$ cat src/rtl/gold_nic_if.sv
`default_nettype none
// ============================================================================
// Module   : gold_nic_if
// Brief    : Processor-register and router-port bundle for the gold NIC.
// Revision : 1.0  initial release
// ============================================================================
interface gold_nic_if #(
  parameter int DATA_WIDTH = 64
);
  // Processor side
  logic [1:0]              addr;
  logic [0:DATA_WIDTH-1]   d_in;
  logic [0:DATA_WIDTH-1]   d_out;
  logic                    nicEn;
  logic                    nicEnWr;
  // Router side
  logic                    net_si;
  logic                    net_ri;
  logic [0:DATA_WIDTH-1]   net_di;
  logic                    net_so;
  logic                    net_ro;
  logic [0:DATA_WIDTH-1]   net_do;
  logic                    net_polarity;

  modport slave (
    input  addr, d_in, nicEn, nicEnWr,
    input  net_si, net_di, net_ro, net_polarity,
    output d_out, net_ri, net_so, net_do
  );

  modport master (
    output addr, d_in, nicEn, nicEnWr,
    output net_si, net_di, net_ro, net_polarity,
    input  d_out, net_ri, net_so, net_do
  );
endinterface
`default_nettype wire

$ cat src/rtl/gold_nic.sv
`default_nettype none
// ============================================================================
// Module   : gold_nic
// Brief    : One-deep inbound/outbound packet NIC between processor and router.
// Revision : 1.0  initial release
// ============================================================================
module gold_nic #(
  parameter int DATA_WIDTH = 64,
  parameter int VC_BIT     = 0
) (
  input  logic        clk,
  input  logic        reset,
  gold_nic_if.slave   nic
);

  localparam logic [1:0] C_ADDR_IN_BUF  = 2'b00;
  localparam logic [1:0] C_ADDR_IN_STS  = 2'b01;
  localparam logic [1:0] C_ADDR_OUT_BUF = 2'b10;
  localparam logic [1:0] C_ADDR_OUT_STS = 2'b11;

  logic [0:DATA_WIDTH-1] in_buf_q,  in_buf_d;
  logic [0:DATA_WIDTH-1] out_buf_q, out_buf_d;
  logic                  in_full_q, in_full_d;
  logic                  out_full_q, out_full_d;

  logic                  w_net_ri;
  logic                  w_net_so;
  logic                  w_rd;
  logic                  w_in_accept;
  logic                  w_rd_clear;
  logic                  w_out_write;
  logic [0:DATA_WIDTH-1] w_d_out;

  assign w_net_ri    = ~in_full_q;
  assign w_rd        = nic.nicEn & ~nic.nicEnWr;
  assign w_in_accept = nic.net_si & w_net_ri;
  assign w_rd_clear  = w_rd & (nic.addr == C_ADDR_IN_BUF) & in_full_q;
  // Write is qualified by the pre-edge full flag, so a write racing a send is dropped.
  assign w_out_write = nic.nicEn & nic.nicEnWr & (nic.addr == C_ADDR_OUT_BUF) & ~out_full_q;
  assign w_net_so    = out_full_q & nic.net_ro & (out_buf_q[VC_BIT] == nic.net_polarity);

  // Accept needs empty and read-clear needs full, so the two never coincide.
  always_comb begin
    in_buf_d  = in_buf_q;
    in_full_d = in_full_q;
    if (w_in_accept) begin
      in_buf_d  = nic.net_di;
      in_full_d = 1'b1;
    end else if (w_rd_clear) begin
      in_full_d = 1'b0;
    end
  end

  always_comb begin
    out_buf_d  = out_buf_q;
    out_full_d = out_full_q;
    if (w_net_so) begin
      out_full_d = 1'b0;
    end else if (w_out_write) begin
      out_buf_d  = nic.d_in;
      out_full_d = 1'b1;
    end
  end

  // Status flags land in the last bit (LSB under MSB-first ordering).
  always_comb begin
    w_d_out = '0;
    if (w_rd) begin
      case (nic.addr)
        C_ADDR_IN_BUF:  w_d_out = in_buf_q;
        C_ADDR_IN_STS:  w_d_out = {{(DATA_WIDTH-1){1'b0}}, in_full_q};
        C_ADDR_OUT_BUF: w_d_out = '0;
        C_ADDR_OUT_STS: w_d_out = {{(DATA_WIDTH-1){1'b0}}, out_full_q};
        default:        w_d_out = '0;
      endcase
    end
  end

  always_ff @(posedge clk or negedge reset) begin
    if (!reset) begin
      in_buf_q   <= '0;
      in_full_q  <= 1'b0;
      out_buf_q  <= '0;
      out_full_q <= 1'b0;
    end else begin
      in_buf_q   <= in_buf_d;
      in_full_q  <= in_full_d;
      out_buf_q  <= out_buf_d;
      out_full_q <= out_full_d;
    end
  end

  assign nic.net_ri = w_net_ri;
  assign nic.net_so = w_net_so;
  assign nic.net_do = out_buf_q;
  assign nic.d_out  = w_d_out;

endmodule
`default_nettype wire

$ cat src/flat_wrapper.sv
// flat-port wrapper written by rule: the top's interface ports become plain ports
module gold_nic_flat 
#(
  parameter int DATA_WIDTH = 64,
  parameter int VC_BIT     = 0
)
  (clk, reset, nic_addr, nic_d_in, nic_nicEn, nic_nicEnWr, nic_net_si, nic_net_di, nic_net_ro, nic_net_polarity, nic_d_out, nic_net_ri, nic_net_so, nic_net_do);
  gold_nic_if #(.DATA_WIDTH(DATA_WIDTH)) nic_i ();
  input  logic clk;
  input  logic reset;
  input wire logic [$bits(nic_i.addr)-1:0] nic_addr;
  input wire logic [$bits(nic_i.d_in)-1:0] nic_d_in;
  input wire logic [$bits(nic_i.nicEn)-1:0] nic_nicEn;
  input wire logic [$bits(nic_i.nicEnWr)-1:0] nic_nicEnWr;
  input wire logic [$bits(nic_i.net_si)-1:0] nic_net_si;
  input wire logic [$bits(nic_i.net_di)-1:0] nic_net_di;
  input wire logic [$bits(nic_i.net_ro)-1:0] nic_net_ro;
  input wire logic [$bits(nic_i.net_polarity)-1:0] nic_net_polarity;
  output wire logic [$bits(nic_i.d_out)-1:0] nic_d_out;
  output wire logic [$bits(nic_i.net_ri)-1:0] nic_net_ri;
  output wire logic [$bits(nic_i.net_so)-1:0] nic_net_so;
  output wire logic [$bits(nic_i.net_do)-1:0] nic_net_do;
  assign nic_i.addr = nic_addr;
  assign nic_i.d_in = nic_d_in;
  assign nic_i.nicEn = nic_nicEn;
  assign nic_i.nicEnWr = nic_nicEnWr;
  assign nic_i.net_si = nic_net_si;
  assign nic_i.net_di = nic_net_di;
  assign nic_i.net_ro = nic_net_ro;
  assign nic_i.net_polarity = nic_net_polarity;
  assign nic_d_out = nic_i.d_out;
  assign nic_net_ri = nic_i.net_ri;
  assign nic_net_so = nic_i.net_so;
  assign nic_net_do = nic_i.net_do;
  gold_nic #(.DATA_WIDTH(DATA_WIDTH), .VC_BIT(VC_BIT)) u_core (.clk(clk), .reset(reset), .nic(nic_i));
endmodule
$ cat config.mk
export PLATFORM = sky130hd
export DESIGN_NAME = gold_nic_flat
export DESIGN_NICKNAME = d
export VERILOG_FILES = /design/src/rtl/gold_nic_if.sv /design/src/rtl/gold_nic.sv /design/src/flat_wrapper.sv
export SDC_FILE = /design/constraint.sdc
export NUM_CORES = 1
export LEC_CHECK = 0
export ABC_AREA = 1
export CAP_MARGIN = 20
export CORE_MARGIN = 2
export CORE_UTILIZATION = 43
export CTS_CLUSTER_SIZE = 30
export DETAILED_ROUTE_END_ITERATION = 10
export MAX_ROUTING_LAYER = met4
export PLACE_DENSITY = 0.84
export SETUP_SLACK_MARGIN = 0.1
export SYNTH_ARGS = -nofsm -noshare
export SYNTH_HDL_FRONTEND = slang
export SYNTH_SLANG_ARGS = --single-unit
export TNS_END_PERCENT = 100
$ cat constraint.sdc
create_clock -name clk -period 1.3 [get_ports clk]
set_input_delay 0.26 -clock clk [delete_from_list [all_inputs] [get_ports clk]]
set_output_delay 0.26 -clock clk [all_outputs]
set_load 0.005 [all_outputs]
==> out/metrics.cfg, run 1 <==
[detailed_routing]
routed-via-count=7234
final_antenna_net_count=0
wl_per_cell_microns=23.22
dr.pass1.iters=5
drtIter0Drc=602
drc=0
avgViaCountPerCell=5.621
routed_wl_mm=29.88

[cts]
cts_tree=yes
root_buffer=clkbuf_16
path_clk_slew_ns=0.06
htree_levels=4
insertion_delay_ns=0.41
cts-buffers-inserted=17
clock-sinks=130
clk_path_buf_depth=2

[placed_design]
finalWeightedCongestion=0.8170
place_inst=1150
place_area_sq_um=9006
io_buffers=266
dp_hpwl_mm=13.49
pre_cts_ws_ns=-0.8567

[critical_path]
cpPeakStageDelay_ns=0.17
path_cells=buf_8 -> nor2_4 -> buf_12 -> buf_12 -> buf_12 -> clkbuf_16 -> nand2_2 -> nor2_2 -> buf_2
critPathCaptureType=output pin
start_kind=primary input
path_max_fanout=8
worstPathRequired_ns=1.04
r2r_slack_ns=-0.07
critPathArrivalTime_ns=1.35
crit_type=primary input to output pin
crit_top_cell=buf_12
crit_slowest_cell=clkbuf_16

[timing]
finalSetupTns_ns=-11.70
period_share_pct=123.8
skew_ns=0.01206
setup_violations=157
min_period_ns=1.609
tightest_slew_ns=0.3344
grt_setup_unrepaired=yes
timing.fmax_mhz=621.5
layout_setup_ws_ns=-0.3090
maxSlewViolCount=0
max_slew_margin_pct=77.71
hold_viol_final=0

[run]
cap_violations=0

[pwr]
leakagePower_nw=5.923
peakVddDrop_mv=1.090
p_per_area_nw_per_um2=1981

[logic_synthesis]
avgSynthCellArea_sq_um=8.383
syn_area_sq_um=6086
synth_warnings=0
ys_types=15
seq_area_frac_synth_pct=53.45
synth_cells=726
syn_nets=863
synth_seq_cells=130

[outcome]
outcome=finished with violations
violations=setup timing

[floorplan]
die_width_microns=123.0
design.core.area_sq_um=13830
dieArea_sq_um=15120
io_pins=267
start_util_pct=44.01
die_h_microns=123.0
core.rowCount=43

[finish]
layout_commonest_cell=nand2_1
layout_common_cells=nand2_1, clkdlybuf4s50_1, dfrtp_1
layout-drive-gt1-share_pct=53.21
area_delta_synth_final_pct=93.03
stdcell_count=1287
final_util_pct=84.96
nFillCells=697
fin_nets=1231
diodes=0
design_area_sq_um=11750

[grt]
grt_pass1_wl_mm=33.59
gr-total-overflow=0
grt_pass1_vias=6449
grt_max_degree=58
antenna_found_initial=0
grt_usage_pct=30.23

[worst_hold_path]
hp-class=primary input to asynchronous set/reset pin

-- kinds of logic (layout without fill, tap and decap cells) --
logic type | count (synthesis) | after routing | synth area share (%)
AND/OR/NAND/NOR | 530 | 531 | 39.72
flip-flops | 130 | 130 | 53.45
buffers and inverters | 63 | 443 | 6.579
AO/OA/AOI/OAI | 3 | 3 | 0.2466
-- what timing repair did --
item                                    CTS  global route
pin swaps                                34            55
gates cloned                             10            26
setup buffers                            40            32
resized for setup                       674           267
hold buffers                              1             0
hold endpoints to repair                 57             0
endpoints found under the setup margin  260           243
-- per-layer routing --
layer	wire length [microns]	up-vias	GRT usage, %
li1	-	3046	-
met1	10150	3471	33.98
met2	14690	516	50.83
met3	2638	201	7.980
met4	2397	0	13.07
met5	0	-	-
-- final timing paths --
path	from	endpoint	cells past startpoint
setup / recovery	nic_addr[1]	nic_d_out[36]	9
hold / removal	reset	u_core.in_buf_q[8]	2
setup reg to reg	u_core.out_full_q	u_core.nic.net_do[31]	8
hold reg to reg	u_core.nic.net_do[21]	u_core.nic.net_do[21]	2
max in group asynchronous	reset	u_core.nic.net_do[36]	3
min in group clk	nic_net_di[55]	u_core.in_buf_q[8]	3
-- registers in the layout, indices dropped and copies added, names as in the netlist --
| register | count |
|---|---|
| u_core.nic.net_do | 64 |
| u_core.out_full_q | 1 |
| u_core.in_buf_q | 64 |
| u_core.in_full_q | 1 |
-- Yosys cell counts --
library cell,instances,area share [%]
buf_4,10,1.2
nand3_2,51,8.4
nand2_2,1,0.10
buf_2,30,2.5
o21ai_0,3,0.25
nor2_1,70,4.3
dfrtp_1,130,53
clkbuf_1,8,0.49
nor2_4,1,0.19
buf_12,5,1.6
inv_1,7,0.43
buf_6,1,0.19
nand3_1,79,6.5
nand2_1,328,20
inv_2,2,0.12
-- per-stage QoR --
stage,power (mW),hold WS (ns)
floorplan,9.733,-0.03559
global placement,13.26,0.1343
global route,24.17,0.3001
CTS,18.85,0.2631
finish,23.27,0.2881
detailed placement,13.55,0.1357
-- cell type report --
cell class	instances	area (sq um)	share of cell area (%)
flip-flops and latches	130	3258	27.73
clock inverters	9	150.1	1.278
inverters	9	46.29	0.3941
repair buffers	402	4024	34.25
multi-input cells	534	3546	30.18
clock buffers	23	498.0	4.239
well taps	180	225.2	1.917
-- power by group --
group	internal, mW	switching, mW
sequential	5.94	1.98
clock	3.46	1.85
combinational	5.03	5.00
-- worst max-delay path, delay by kind of cell --
family	cells	cell delay (ns)
simple gates	3	0.29
buf+inv	6	0.78
No activity file was read; power rests on OpenSTA's default activity.
==> run 2: changes to the inputs <==
Settings changed: TNS_END_PERCENT 100 to 30.
==> out/metrics.cfg, run 2 (synthesis results as in run 1) <==
[critical_path]
start_kind=primary input
rr_worst_depth=7
critPathArrivalTime_ns=1.27
r2r_slack_ns=-0.07
timing.rr.end=u_core.nic.net_do[23]
worstReg2RegStart=u_core.out_full_q
startpoint=nic_addr[1]
worstPathRequired_ns=1.04
crit_type=primary input to output pin
path_max_fanout=8
critPathCaptureType=output pin

[pwr]
switching_share_pct=36.28
combPwrFrac_pct=37.6
power.internal_mw=13.02
p_switching_mw=7.413
pwr-share-seq_pct=36.9
p_clk_share_pct=25.5
leakagePower_nw=5.505
peakVddDrop_mv=0.9608
p_per_area_nw_per_um2=1887

[timing]
setup_violations=107
grt_setup_unrepaired=yes
skew_ns=0.007040
finalSetupTns_ns=-8.909
layout_setup_ws_ns=-0.2321
max_slew_margin_pct=69.88
hold_viol_final=0
maxSlewViolCount=0
period_share_pct=117.9
tightest_slew_ns=0.4502
timing.fmax_mhz=652.7
min_period_ns=1.532

[outcome]
violations=setup timing
outcome=finished with violations

[detailed_routing]
drtIter0Drc=583
avgViaCountPerCell=5.418
wl_per_cell_microns=20.82
routed_wl_mm=25.90
dr.pass1.iters=5
routed-via-count=6740
final_antenna_net_count=0
drc=0

[cts]
clk_path_buf_depth=2
cts-buffers-inserted=17
cts_tree=yes
root_buffer=clkbuf_16
clock-sinks=130
insertion_delay_ns=0.41
htree_levels=4
path_clk_slew_ns=0.05

[grt]
grt_max_degree=58
grt_usage_pct=30.10
grt_pass1_wl_mm=33.44
gr-total-overflow=0
grt_pass1_vias=6419
antenna_found_initial=0

[placed_design]
io_buffers=266
pre_cts_ws_ns=-0.8567
finalWeightedCongestion=0.8170
dp_hpwl_mm=13.49

[finish]
area_delta_synth_final_pct=77.92
diodes=0
layout-drive-gt1-share_pct=42.76
layout_commonest_cell=nand2_1
fin_nets=1188
layout_common_cells=nand2_1, clkdlybuf4s50_1, dfrtp_1
nFillCells=865

[worst_hold_path]
hp-class=primary input to asynchronous set/reset pin

[floorplan]
core.rowCount=43
io_pins=267
die_h_microns=123.0
design.core.area_sq_um=13830
dieArea_sq_um=15120
die_width_microns=123.0
start_util_pct=44.01

[run]
cap_violations=0

-- run 2: critical path, stage by stage --
cell     delay, ns
buf_8         0.10
nor2_4        0.11
buf_12        0.13
buf_12        0.12
buf_12        0.11
buf_16        0.15
nand2_4       0.06
nor2_2        0.09
buf_2         0.13
-- run 2: worst max path at each step --
stage	slack, ns	cells past startpoint	to
after floorplan	0.18	5	nic_d_out[13]
after global placement	-0.86	6	nic_d_out[18]
after detailed placement	-0.86	6	nic_d_out[18]
after CTS	-0.21	5	nic_d_out[0]
after global routing	-0.27	5	nic_d_out[0]
final	-0.23	9	nic_d_out[25]
-- run 2: timing repair --
action                                  CTS  global route
endpoints found under the setup margin  260           242
hold buffers                              1             0
pin swaps                                34            46
cloned                                   10            16
hold endpoints to repair                 57             0
resized for setup                       673           132
buffers inserted                         30             7
-- run 2: stage by stage --
stage | instance area, sq um | hold WS (ns) | total power, mW | util (%) | cells
3_5_place_dp | 9006 | 0.1357 | 13.55 | 65.13 | 1150
6_report | 10830 | 0.2894 | 20.43 | 78.31 | 1244
5_1_grt | 10830 | 0.2953 | 21.44 | 78.31 | 1244
4_1_cts | 10040 | 0.2631 | 18.67 | 72.59 | 1223
3_3_place_gp | 9006 | 0.1343 | 13.26 | 65.13 | 1150
2_1_floorplan | 6086 | -0.03559 | 9.733 | - | 726
-- run 2: cell type report --
class / instances / area (sq um) / share of cell area, %
timing repair buffer: 359 / 3537 / 32.67
inverter: 9 / 38.79 / 0.3582
clock inverter: 9 / 150.1 / 1.387
clock buffer: 23 / 498.0 / 4.599
tap: 180 / 225.2 / 2.080
sequential: 130 / 3253 / 30.04
multi-input combinational: 534 / 3126 / 28.87
-- run 2: per-layer routing --
| metal | wire length, microns | up-vias | GRT usage [%] |
|---|---|---|---|
| li1 | - | 2946 | - |
| met1 | 9040 | 3301 | 33.55 |
| met2 | 13520 | 406 | 51.14 |
| met3 | 2229 | 87 | 7.887 |
| met4 | 1111 | 0 | 12.64 |
| met5 | 0 | - | - |
-- run 2: power by group through the flow --
stage	sequential, mW	combinational, mW	clock (mW)
6_report	7.54	7.68	5.22
5_1_grt	7.66	8.30	5.49
4_1_cts	7.19	6.26	5.22
3_5_place_dp	7.10	6.45	0
3_3_place_gp	7.06	6.19	0
2_1_floorplan	6.91	2.82	0
